## config.mk

```make
export PLATFORM = sky130hd
export DESIGN_NAME = am_envelope_detector
export DESIGN_NICKNAME = d
export VERILOG_FILES = /design/src/rtl/am_pkg.sv /design/src/rtl/am_int_dump.sv /design/src/rtl/am_envelope_detector.sv
export SDC_FILE = /design/constraint.sdc
export NUM_CORES = 1
export LEC_CHECK = 0
export CAP_MARGIN = 20
export CORE_MARGIN = 10
export CORE_UTILIZATION = 50
export CTS_BUF_LIST = sky130_fd_sc_hd__clkbuf_16
export CTS_CLUSTER_DIAMETER = 30
export CTS_CLUSTER_SIZE = 25
export DETAILED_ROUTE_END_ITERATION = 8
export GPL_TIMING_DRIVEN = 0
export PLACE_DENSITY = 0.68
export SLEW_MARGIN = 20
export SYNTH_ARGS = -nofsm -noshare
export SYNTH_HDL_FRONTEND = slang
export SYNTH_SLANG_ARGS = --single-unit
```

## constraint.sdc

```tcl
create_clock -name clk -period 5 [get_ports clk]
set_clock_uncertainty 0.1 [all_clocks]
set_input_delay 0.75 -clock clk [delete_from_list [all_inputs] [get_ports clk]]
set_output_delay 0.75 -clock clk [all_outputs]
set_load 0.03 [all_outputs]
```

## src/rtl/am_pkg.sv

```systemverilog
// Shared helpers for the AM modulator/demodulator pair: fraction-width
// derivation, log2 for window sizing and saturating absolute value.
package am_pkg;

  // Fraction bits of a Q2.FW sample whose magnitude part is w bits wide.
  function automatic int unsigned fw_of(input int unsigned w);
    return w - 1;
  endfunction

  // Number of bits needed to count n samples (n is a power of two).
  function automatic int unsigned log2_of(input int unsigned n);
    return $clog2(n);
  endfunction

  // |x| clamped to w unsigned bits; the most negative input would otherwise
  // need one more bit, so it saturates to 2^w-1.
  function automatic logic [31:0] sat_abs(input logic signed [31:0] x,
                                          input int unsigned     w);
    logic [31:0] lim;
    logic [31:0] mag;
    lim = (32'd1 << w) - 32'd1;
    mag = (x < 0) ? 32'(-x) : 32'(x);
    if (mag > lim) begin
      mag = lim;
    end
    return mag;
  endfunction

endpackage

```

## src/rtl/am_int_dump.sv

```systemverilog
// Integrate-and-dump over DEC rectified samples. Emits the truncated window
// mean with a one-cycle strobe; a partial window survives gaps in the input.
import am_pkg::*;

module am_int_dump #(
  parameter int W   = 12,
  parameter int DEC = 16
) (
  input  logic         clk,
  input  logic         rst_n,
  input  logic [W-1:0] rect_i,
  input  logic         rect_v_i,
  output logic [W-1:0] mean_o,
  output logic         mean_v_o
);

  localparam int LG = int'(log2_of(DEC));
  localparam int AW = W + LG;

  logic [AW-1:0] acc_q, acc_d;
  logic [LG-1:0] cnt_q, cnt_d;
  logic [W-1:0]  mean_q, mean_d;
  logic          mean_v_q, mean_v_d;
  logic [AW-1:0] sum;

  // Accumulate each valid sample; on the last one of the window dump the mean.
  always_comb begin
    acc_d    = acc_q;
    cnt_d    = cnt_q;
    mean_d   = mean_q;
    mean_v_d = 1'b0;
    sum      = acc_q + {{LG{1'b0}}, rect_i};
    if (rect_v_i) begin
      if (cnt_q != LG'(DEC - 1)) begin
        acc_d = sum;
        cnt_d = cnt_q + LG'(1);
      end else begin
        mean_d   = sum[AW-1:LG];
        acc_d    = '0;
        cnt_d    = '0;
        mean_v_d = 1'b1;
      end
    end
  end

  // Window state registers.
  always_ff @(posedge clk or negedge rst_n) begin
    if (!rst_n) begin
      acc_q    <= '0;
      cnt_q    <= '0;
      mean_q   <= '0;
      mean_v_q <= 1'b0;
    end else begin
      acc_q    <= acc_d;
      cnt_q    <= cnt_d;
      mean_q   <= mean_d;
      mean_v_q <= mean_v_d;
    end
  end

  assign mean_o   = mean_q;
  assign mean_v_o = mean_v_q;

endmodule

```

## src/rtl/am_envelope_detector.sv

```systemverilog
// Non-coherent AM envelope detector: full-wave rectify, integrate-and-dump
// decimation, optional subtraction of a leaky-integrator DC (carrier) level.
import am_pkg::*;

module am_envelope_detector #(
  parameter int W        = 12,
  parameter int DEC      = 16,
  parameter int DC_SHIFT = 6
) (
  input  logic                clk,
  input  logic                rst_n,
  input  logic                en,
  input  logic signed [W:0]   modin,
  input  logic                dc_remove,
  output logic signed [W:0]   env_out,
  output logic                out_valid
);

  localparam int DW = W + DC_SHIFT;

  // Stage 1: rectifier
  logic [W-1:0] rect_q, rect_d;
  logic         rect_v_q;

  // Magnitude of the incoming sample; only loaded when a sample arrives.
  always_comb begin
    rect_d = rect_q;
    if (en) begin
      rect_d = W'(sat_abs(32'(modin), W));
    end
  end

  // Rectifier registers.
  always_ff @(posedge clk or negedge rst_n) begin
    if (!rst_n) begin
      rect_q   <= '0;
      rect_v_q <= 1'b0;
    end else begin
      rect_q   <= rect_d;
      rect_v_q <= en;
    end
  end

  // Stage 2: integrate-and-dump
  logic [W-1:0] mean_q;
  logic         mean_v_q;

  am_int_dump #(
    .W   (W),
    .DEC (DEC)
  ) u_int_dump (
    .clk      (clk),
    .rst_n    (rst_n),
    .rect_i   (rect_q),
    .rect_v_i (rect_v_q),
    .mean_o   (mean_q),
    .mean_v_o (mean_v_q)
  );

  // Stage 3: DC tracking and output
  logic [DW-1:0]        dc_int_q, dc_int_d;
  logic [W-1:0]         dc;
  logic signed [DW+1:0] dc_diff;
  logic signed [DW+1:0] dc_step;
  logic signed [DW+1:0] dc_sum;
  logic signed [W:0]    env_q, env_d;
  logic                 out_valid_q;

  assign dc = dc_int_q[DW-1:DC_SHIFT];

  // Output uses the DC estimate from before this window's tracker update;
  // the tracker moves 2^-K of the way toward the new mean every window.
  always_comb begin
    dc_int_d = dc_int_q;
    env_d    = env_q;
    dc_diff  = $signed({2'b00, mean_q, {DC_SHIFT{1'b0}}})
             - $signed({2'b00, dc_int_q});
    dc_step  = dc_diff >>> DC_SHIFT;
    dc_sum   = $signed({2'b00, dc_int_q}) + dc_step;
    if (mean_v_q) begin
      env_d    = dc_remove ? ($signed({1'b0, mean_q}) - $signed({1'b0, dc}))
                           : $signed({1'b0, mean_q});
      dc_int_d = DW'(dc_sum);
    end
  end

  // Output and DC estimate registers.
  always_ff @(posedge clk or negedge rst_n) begin
    if (!rst_n) begin
      dc_int_q    <= '0;
      env_q       <= '0;
      out_valid_q <= 1'b0;
    end else begin
      dc_int_q    <= dc_int_d;
      env_q       <= env_d;
      out_valid_q <= mean_v_q;
    end
  end

  assign env_out   = env_q;
  assign out_valid = out_valid_q;

endmodule

```

* After elaboration in Yosys (flattened, before gate mapping)
Index checks and enable logic that the tools add are counted.
Cells by class: multiplexer cells 7, reductions and logical operators 1, equality and inequality tests 1, add/sub/neg operators 6, bitwise gates (word level) 1, $lt $le $gt $ge 2
Operators by type and width (number):
- $gt 32x12->1 const B | 1
- $mux 32 | 1
- $neg 13->32 | 1
- $sub 18x18->19 | 1
- $add 18x13->18 | 1
- $add 16x12->16 | 1
- $mux 16 | 1
- $lt 13x1->1 const B | 1
- $mux 13 | 1
- $sub 12x12->13 | 1
- $mux 12 | 1
- $add 4x1->4 const B | 1
- $mux 4 | 1
- $ne 4x4->1 const B | 1
- $mux 1 | 2
- $reduce_and 2->1 | 1
- $not 1->1 | 1
Word-level totals: bits in registers 78, input port bits 17

* Depth between registers and ports, before layout
Gate-level depths: netlist of run 1.
depth in word-level cells 4, depth in mapped cells 19

* Hierarchy
A second synthesis of run 1 with hierarchy kept.
Second synthesis, totals: cells, all modules 618, area total of the unflattened synthesis 5589.1 µm²
Modules (own cells, without submodules):
- am_envelope_detector | area each 3746.1 µm², times used 1, cells each 434
- am_int_dump | area each 1843.0 µm², times used 1, cells each 184

* Worst setup path after synthesis of run 1
Ideal clock, no wire load.
path kind register to register, start point register u_int_dump.mean_q[2] (netlist: u_int_dump.mean_o[2]), end point register dc_int_q[15], cell stages (with the launch flop) 17, setup slack 1.382 ns, path buffers 1, arrival 3.380 ns, clock period less this slack 3.618 ns, path through dfrtp_1 > ha_1 > clkbuf_1 > a21o_1 > a21o_1 > a31o_2 > a21oi_1 > o21ai_1 > xor2_1 > ha_1 > o21a_1 > o211ai_1 > a31oi_1 > nand2b_1 > a311oi_1 > xor2_1 > mux2i_1
Between the ends: longest elaborated chain between the ends 2
Ends and longest elaborated chain:
- from (decl) | RTL line am_int_dump.sv:22 | logic [W-1:0] mean_q, mean_d;
- from (signal assigned) | RTL line am_int_dump.sv:56 | mean_q <= mean_d;
- $sub 18x18->19 | RTL line am_envelope_detector.sv:77 | - $signed({2'b00, dc_int_q});
- $add 18x13->18 | RTL line am_envelope_detector.sv:79 | dc_sum = $signed({2'b00, dc_int_q}) + dc_step;
- to (signal assigned) | RTL line am_envelope_detector.sv:94 | dc_int_q <= dc_int_d;
- to (decl) | RTL line am_envelope_detector.sv:61 | logic [DW-1:0] dc_int_q, dc_int_d;
No other way between the ends. A chain may end at the register's enable or synchronous reset.

* Worst setup path in the final report of run 1
start point register dc_int_q[8], end point register dc_int_q[15]
Between the ends: longest elaborated chain between the ends 2
Ends and longest elaborated chain (RTL line):
- $sub 18x18->19 | am_envelope_detector.sv:77
- $add 18x13->18 * | am_envelope_detector.sv:79
Mark *: on every way between the ends. The rest lies on a longest branch, timed or not.

==> results.ini, run 1 <==
[logic_synthesis]
synth_nets = 644
yosysWarnings = 0
ys_seq_elements = 78
syn_inst = 580
ys.flop_type = dfrtp_1
synth_cell_types = 66
synth_edf_count = 0
yosysSeqAreaShare_pct = 36.1
syn-mean-instance-area_sq_um = 9.33
netlist_area_sq_um = 5410
async_reset_ff_share_pct = 100

[worst_setup_path]
worstSetupPathType = reg -> reg
end_kind = flop
slowest_delay_ns = 0.38
path_max_fanout = 9
cpMaxStageDelayCell = dfrtp_1
path_cells = inv_1 > ha_1 > clkbuf_1 > a21o_1 > a21o_1 > a31o_2 > a21oi_1 > o21ai_1 > xor2_1 > ha_1 > o21a_1 > o211ai_1 > a31oi_1 > nand2b_1 > a311oi_1 > xor2_1 > mux2i_1
worstPathArrival_ns = 4.27
worstPathRequired_ns = 5.10
startpoint_type = flop
cp.buffers_inverters = 2
path_delay_family = compound AO/OA/AOI/OAI gates

[timing]
setup_tns_ns = 0
finalCritPeriodShare_pct = 83.4
hold_viol_final = 0
finalSetupViolCount = 0
worstMarginPinSlew_ns = 0.675
slew_viol_final = 0
fmax_mhz = 240
max_slew_margin_pct = 55.0
fin_crit_ns = 4.17
rsz0062_at_grt = no

[grt]
top_usage_layer = met2
globalRoute.totalOverflow = 0
grt_use_met2_pct = 30.2
grt_pass1_vias = 4353
met1_usage_pct = 19.6
grt_max_degree = 52
grt_pass1_wl_microns = 21000
grt_util_all_layers_pct = 17.1
grt_antenna_before_repair = 0
use_met3_pct = 3.48

[place]
io_buffers = 30
place_congestion = 0.924
dp.final_hpwl_microns = 9780

[clock_tree]
post_cts_buffers = 0
htreeDepth = 3
ctsLongestPathBuffers = 2
cts.clk_slew.worst_paths_ns = 0.06
numClockSinks = 78
tritoncts = yes
cts_root_buf = clkbuf_16
postCtsHoldBufs = 0
numCtsBuffers = 9
clk_latency_ns = 0.35
ctsResizeCount = 0

[floorplanning]
chipWidth_microns = 124
start_util_pct = 52.0
core-area_sq_um = 10400
top_level_ports = 31
die_h_microns = 124
rows = 37
fp.dieArea_sq_um = 15400

[job]
max-cap-violations = 0

[cells_and_area]
area_growth_pct = 15.1
fill_cells = 926
antenna_cells = 0
drive_gt1_share_pct = 8.77
nNetsFinal = 686

[routing]
finalWirelength_microns = 12600
vias = 4260
firstDrtPassIters = 4
drc_errors = 0
vias_per_cell = 5.58
ant_nets = 0
wl_per_cell_microns = 16.5
drtIter0Drc = 258

[min_path]
holdCritPathClass = in -> async

[outcome]
status = finished clean

==> cell usage after synthesis, drive strengths merged, types with 8 or more instances <==
master	count	area share, %
dfrtp	78	36
buf	9	0.81
inv	34	2.4
nand2	46	3.2
nor2	42	3.1
xor2	26	4.2
o2bb2ai	8	1.3
o21ai	57	5.3
a21o	18	2.5
a21oi	57	5.8
mux2i	13	2.4
xnor2	35	5.7
nand2b	9	1.0
ha	44	10
clkbuf	11	0.76
==> placed cells by master (no fill, tap or decap), types with 3 or more instances in the layout <==
cell type        count
clkbuf_1            11
a21oi_2              8
clkdlybuf4s50_1     29
o31ai_1              4
dfrtp_1             78
o2bb2ai_1            8
a21oi_1             49
o211ai_1             4
xnor2_1             35
buf_1                6
inv_1               35
ha_1                44
fa_1                 3
nor2b_1              7
mux2i_1             13
clkbuf_16            9
a21o_1              18
a22o_1               4
nand2b_1             9
o21ai_1             37
o21ai_0             19
mux2_2               7
o21a_1               3
and3_1               4
nand2_1             46
nand4_1              4
nand3_1              6
xor2_1              26
nor2_1              39
a31oi_1              6
==> cells by family (layout without fill, tap and decap cells) <==
logic type	after synthesis	count (layout)	synth area share (%)
flip-flops	78	78	36.1
AND/OR/NAND/NOR	133	133	12.0
buffers and inverters	54	101	3.93
XOR/XNOR	61	61	9.87
adder cells (fa/ha/maj)	47	47	11.3
AO/OA/AOI/OAI	187	187	23.0
multiplexers	20	20	3.86
==> worst reg2reg max path: cells and delay by family, from the launching register on <==
family / cells / cell delay, ns
buffers and inverters: 2 / 0.29
AO/OA/AOI/OAI: 9 / 1.92
AND/OR/NAND/NOR: 1 / 0.22
flip-flops: 1 / 0.38
adder cells (fa/ha/maj): 2 / 0.60
XOR/XNOR: 2 / 0.41
multiplexers: 1 / 0.10
==> worst paths after layout <==
kind	startpoint	to	slack [ns]	depth (start not counted)
setup reg to reg	dc_int_q[8]$_DFFE_PN0P_	dc_int_q[15]$_DFFE_PN0P_	0.83	17
max in group asynchronous	rst_n	u_int_dump.acc_q[1]$_DFFE_PN0P_	4.00	2
setup / recovery	dc_int_q[8]$_DFFE_PN0P_	dc_int_q[15]$_DFFE_PN0P_	0.83	17
hold / removal	rst_n	dc_int_q[4]$_DFFE_PN0P_	0.23	1
hold reg to reg	u_int_dump.mean_v_o$_DFF_PN0_	out_valid$_DFF_PN0_	0.35	0
min in group clk	u_int_dump.mean_v_o$_DFF_PN0_	out_valid$_DFF_PN0_	0.35	0
==> layer usage <==
metal	wire length [microns]	part of all wire, %	up-vias
met5	0	0	-
met4	357	2.8	0
met3	444	3.5	23
met2	6320	50	68
met1	5470	43	2013
li1	-	-	2156
==> final cells by class <==
class,instances,area [sq um],share of cell area (%)
clock buffer,9,225,3.62
multi-input combinational,448,3250,52.1
clock inverter,7,96.3,1.55
timing repair buffer,31,325,5.22
buffer,20,85.1,1.37
inverter,34,128,2.05
tap,136,170,2.73
sequential,78,1950,31.3
==> registers in the layout, summed over array words and instances (netlist names) <==
register	flops
dc_int_q	18
u_int_dump.acc_q	16
env_out	13
rect_q	12
u_int_dump.mean_o	12
u_int_dump.cnt_q	4
out_valid	1
rect_v_q	1
u_int_dump.mean_v_o	1
==> metrics by stage <==
| step | cell area (sq um) | instances | hold slack, ns | setup slack, ns | utilization, % |
|---|---|---|---|---|---|
| after floorplan | 5410 | 580 | 0.291 | 1.38 | - |
| after global placement | 5880 | 746 | 0.331 | 0.255 | 56.5 |
| after detailed placement | 5910 | 747 | 0.341 | 0.897 | 56.7 |
| after CTS | 6230 | 763 | 0.241 | 0.882 | 59.8 |
| after global routing | 6230 | 763 | 0.261 | 0.555 | 59.8 |
| final | 6230 | 763 | 0.225 | 0.828 | 59.8 |
Power of run 1 is not shown: default switching activity piles up to over one toggle a cycle in this logic, so the estimate is an artifact.
==> run 2: changes to the inputs <==
- PLACE_DENSITY: 0.68 -> 0.7
- clock period: 5 -> 3.67 ns (I/O delays scaled with it)
==> results.ini, run 2 (synthesized netlist as in run 1, its figures left out) <==
[outcome]
status = finished clean

[timing]
worstMarginPinSlew_ns = 0.699  ; +0.0242 ns
finalCritPeriodShare_pct = 99.2  ; +16 points
rsz0062_at_grt = yes
fin_ws_ns = 0.0302  ; -0.798 ns
fin_crit_ns = 3.64  ; -0.532 ns
setup_tns_ns = 0  ; unchanged
slew_viol_final = 0  ; unchanged
fmax_mhz = 275  ; +15%
hold_viol_final = 0  ; unchanged
finalSetupViolCount = 0  ; unchanged
max_slew_margin_pct = 53.4  ; -1.6 points

[clock_tree]
ctsLongestPathBuffers = 2  ; unchanged
tritoncts = yes
numCtsBuffers = 9  ; unchanged
numClockSinks = 78  ; unchanged
clk_latency_ns = 0.35  ; about the same
cts.clk_slew.worst_paths_ns = 0.07  ; about the same
cts_root_buf = clkbuf_16
htreeDepth = 3  ; unchanged

[cells_and_area]
area_growth_pct = 20.5
largest_reg_flops = 18  ; unchanged
top_register = dc_int_q
final_common_cell = dfrtp_1
finish.utilization_pct = 62.6  ; +2.8 points
fill_cells = 880  ; -5.0%
regArea_sq_um = 1950  ; unchanged
stdcell_count = 773  ; +1.3%
mostFrequentLayoutCells = dfrtp_1 (78), nand2_1 (46), a21oi_1 (41)
antenna_cells = 0  ; unchanged
multi_input_area_sq_um = 3470  ; +7.0%
nNetsFinal = 696  ; +1.5%
drive_gt1_share_pct = 15.7  ; +6.9 points

[floorplanning]
die_h_microns = 124  ; unchanged
rows = 37  ; unchanged
start_util_pct = 52.0  ; unchanged
top_level_ports = 31  ; unchanged
core-area_sq_um = 10400  ; unchanged
chipWidth_microns = 124  ; unchanged
fp.dieArea_sq_um = 15400  ; unchanged

[grt]
grt_antenna_before_repair = 0  ; unchanged
grt_pass1_wl_microns = 21600  ; +3.1%
top_usage_layer = met2
met1_usage_pct = 19.8  ; +0.25 points
use_met3_pct = 3.26  ; -0.23 points
grt_use_met2_pct = 32.0  ; +1.8 points
grt_pass1_vias = 4444  ; +2.1%
grt_util_all_layers_pct = 17.5  ; +0.37 points
grt_max_degree = 56  ; +7.7%
globalRoute.totalOverflow = 0  ; unchanged

[place]
dp.cells = 747  ; unchanged
io_buffers = 30  ; unchanged
place_congestion = 0.918  ; -0.60%
dp.final_hpwl_microns = 9830  ; +0.51%
post-place-ws_ns = -0.430  ; -1.33 ns

[worst_setup_path]
end_kind = flop
path_max_fanout = 5  ; -4
worstSetupPathType = reg -> reg
worstPathRequired_ns = 3.77  ; -1.33 ns
worstPathArrival_ns = 3.74  ; -0.53 ns
startpoint_type = flop

[routing]
drc_errors = 0  ; unchanged
vias_per_cell = 5.68  ; +1.8%
drtIter0Drc = 242  ; -6.2%
wl_per_cell_microns = 17.2  ; +4.3%
firstDrtPassIters = 4  ; unchanged
vias = 4394  ; +3.1%
ant_nets = 0  ; unchanged
finalWirelength_microns = 13300  ; +5.6%

[min_path]
holdCritPathClass = in -> async

[job]
max-cap-violations = 0  ; unchanged

## run 2: cell types whose count changed in the layout (fill, tap and decap cells not counted), sizes merged
cell      delta
clkbuf       -3
bufinv       -1
buf         +13
clkinvlp     +1
## run 2: what timing repair did
item                                    in CTS  in global routing
buffers inserted                             4                  9
hold buffers                                 0                  0
resized for setup                           17                 30
endpoints found under the hold margin        0                  0
pin swaps                                    8                 16
endpoints found under the setup margin       8                  7
## run 2: final timing paths
| check | startpoint | end | slack (ns) | cells after the start |
|---|---|---|---|---|
| setup / recovery | dc_int_q[6]$_DFFE_PN0P_ | dc_int_q[15]$_DFFE_PN0P_ | 0.03 | 15 |
| max in group asynchronous | rst_n | rect_q[7]$_DFFE_PN0P_ | 2.88 | 2 |
| min in group clk | u_int_dump.mean_v_o$_DFF_PN0_ | out_valid$_DFF_PN0_ | 0.35 | 0 |
| hold reg to reg | u_int_dump.mean_v_o$_DFF_PN0_ | out_valid$_DFF_PN0_ | 0.35 | 0 |
| hold / removal | rst_n | dc_int_q[2]$_DFFE_PN0P_ | 0.005 | 1 |
| setup reg to reg | dc_int_q[6]$_DFFE_PN0P_ | dc_int_q[15]$_DFFE_PN0P_ | 0.03 | 15 |
## run 2: cell type report
type | count | share of cell area (%)
Buffer | 17 | 1.13
Inverter | 34 | 1.96
Clock buffer | 9 | 3.45
Sequential cell | 78 | 29.9
Timing Repair Buffer | 44 | 6.49
Clock inverter | 7 | 1.13
Tap cell | 136 | 2.61
Multi-Input combinational cell | 448 | 53.3
## run 2: through the flow
stage	cell area (sq um)	hold slack, ns
6_report	6520	0.00520
5_1_grt	6520	0.0273
4_1_cts	6310	0.0186
3_5_place_dp	5910	0.340
3_3_place_gp	5880	0.329
2_1_floorplan	5410	0.155
## run 2: layer usage
| metal | vias up | share of wire [%] |
|---|---|---|
| li1 | 2170 | - |
| met1 | 2136 | 42 |
| met2 | 66 | 53 |
| met3 | 22 | 3.2 |
| met4 | 0 | 1.8 |
| met5 | - | 0 |
## run 2: worst max-delay path, cell delays in order (launching register included)
cell	delay (ns)
dfrtp_1	0.42
ha_1	0.38
a31oi_4	0.28
nor2b_4	0.08
a31o_4	0.28
a21oi_4	0.14
o21ai_1	0.08
xor2_1	0.17
ha_1	0.36
o21a_1	0.19
o211ai_1	0.19
a31oi_2	0.10
nand2b_4	0.19
a311oi_2	0.26
xor2_1	0.19
mux2i_1	0.09
Power of run 2 is left out for the same reason.
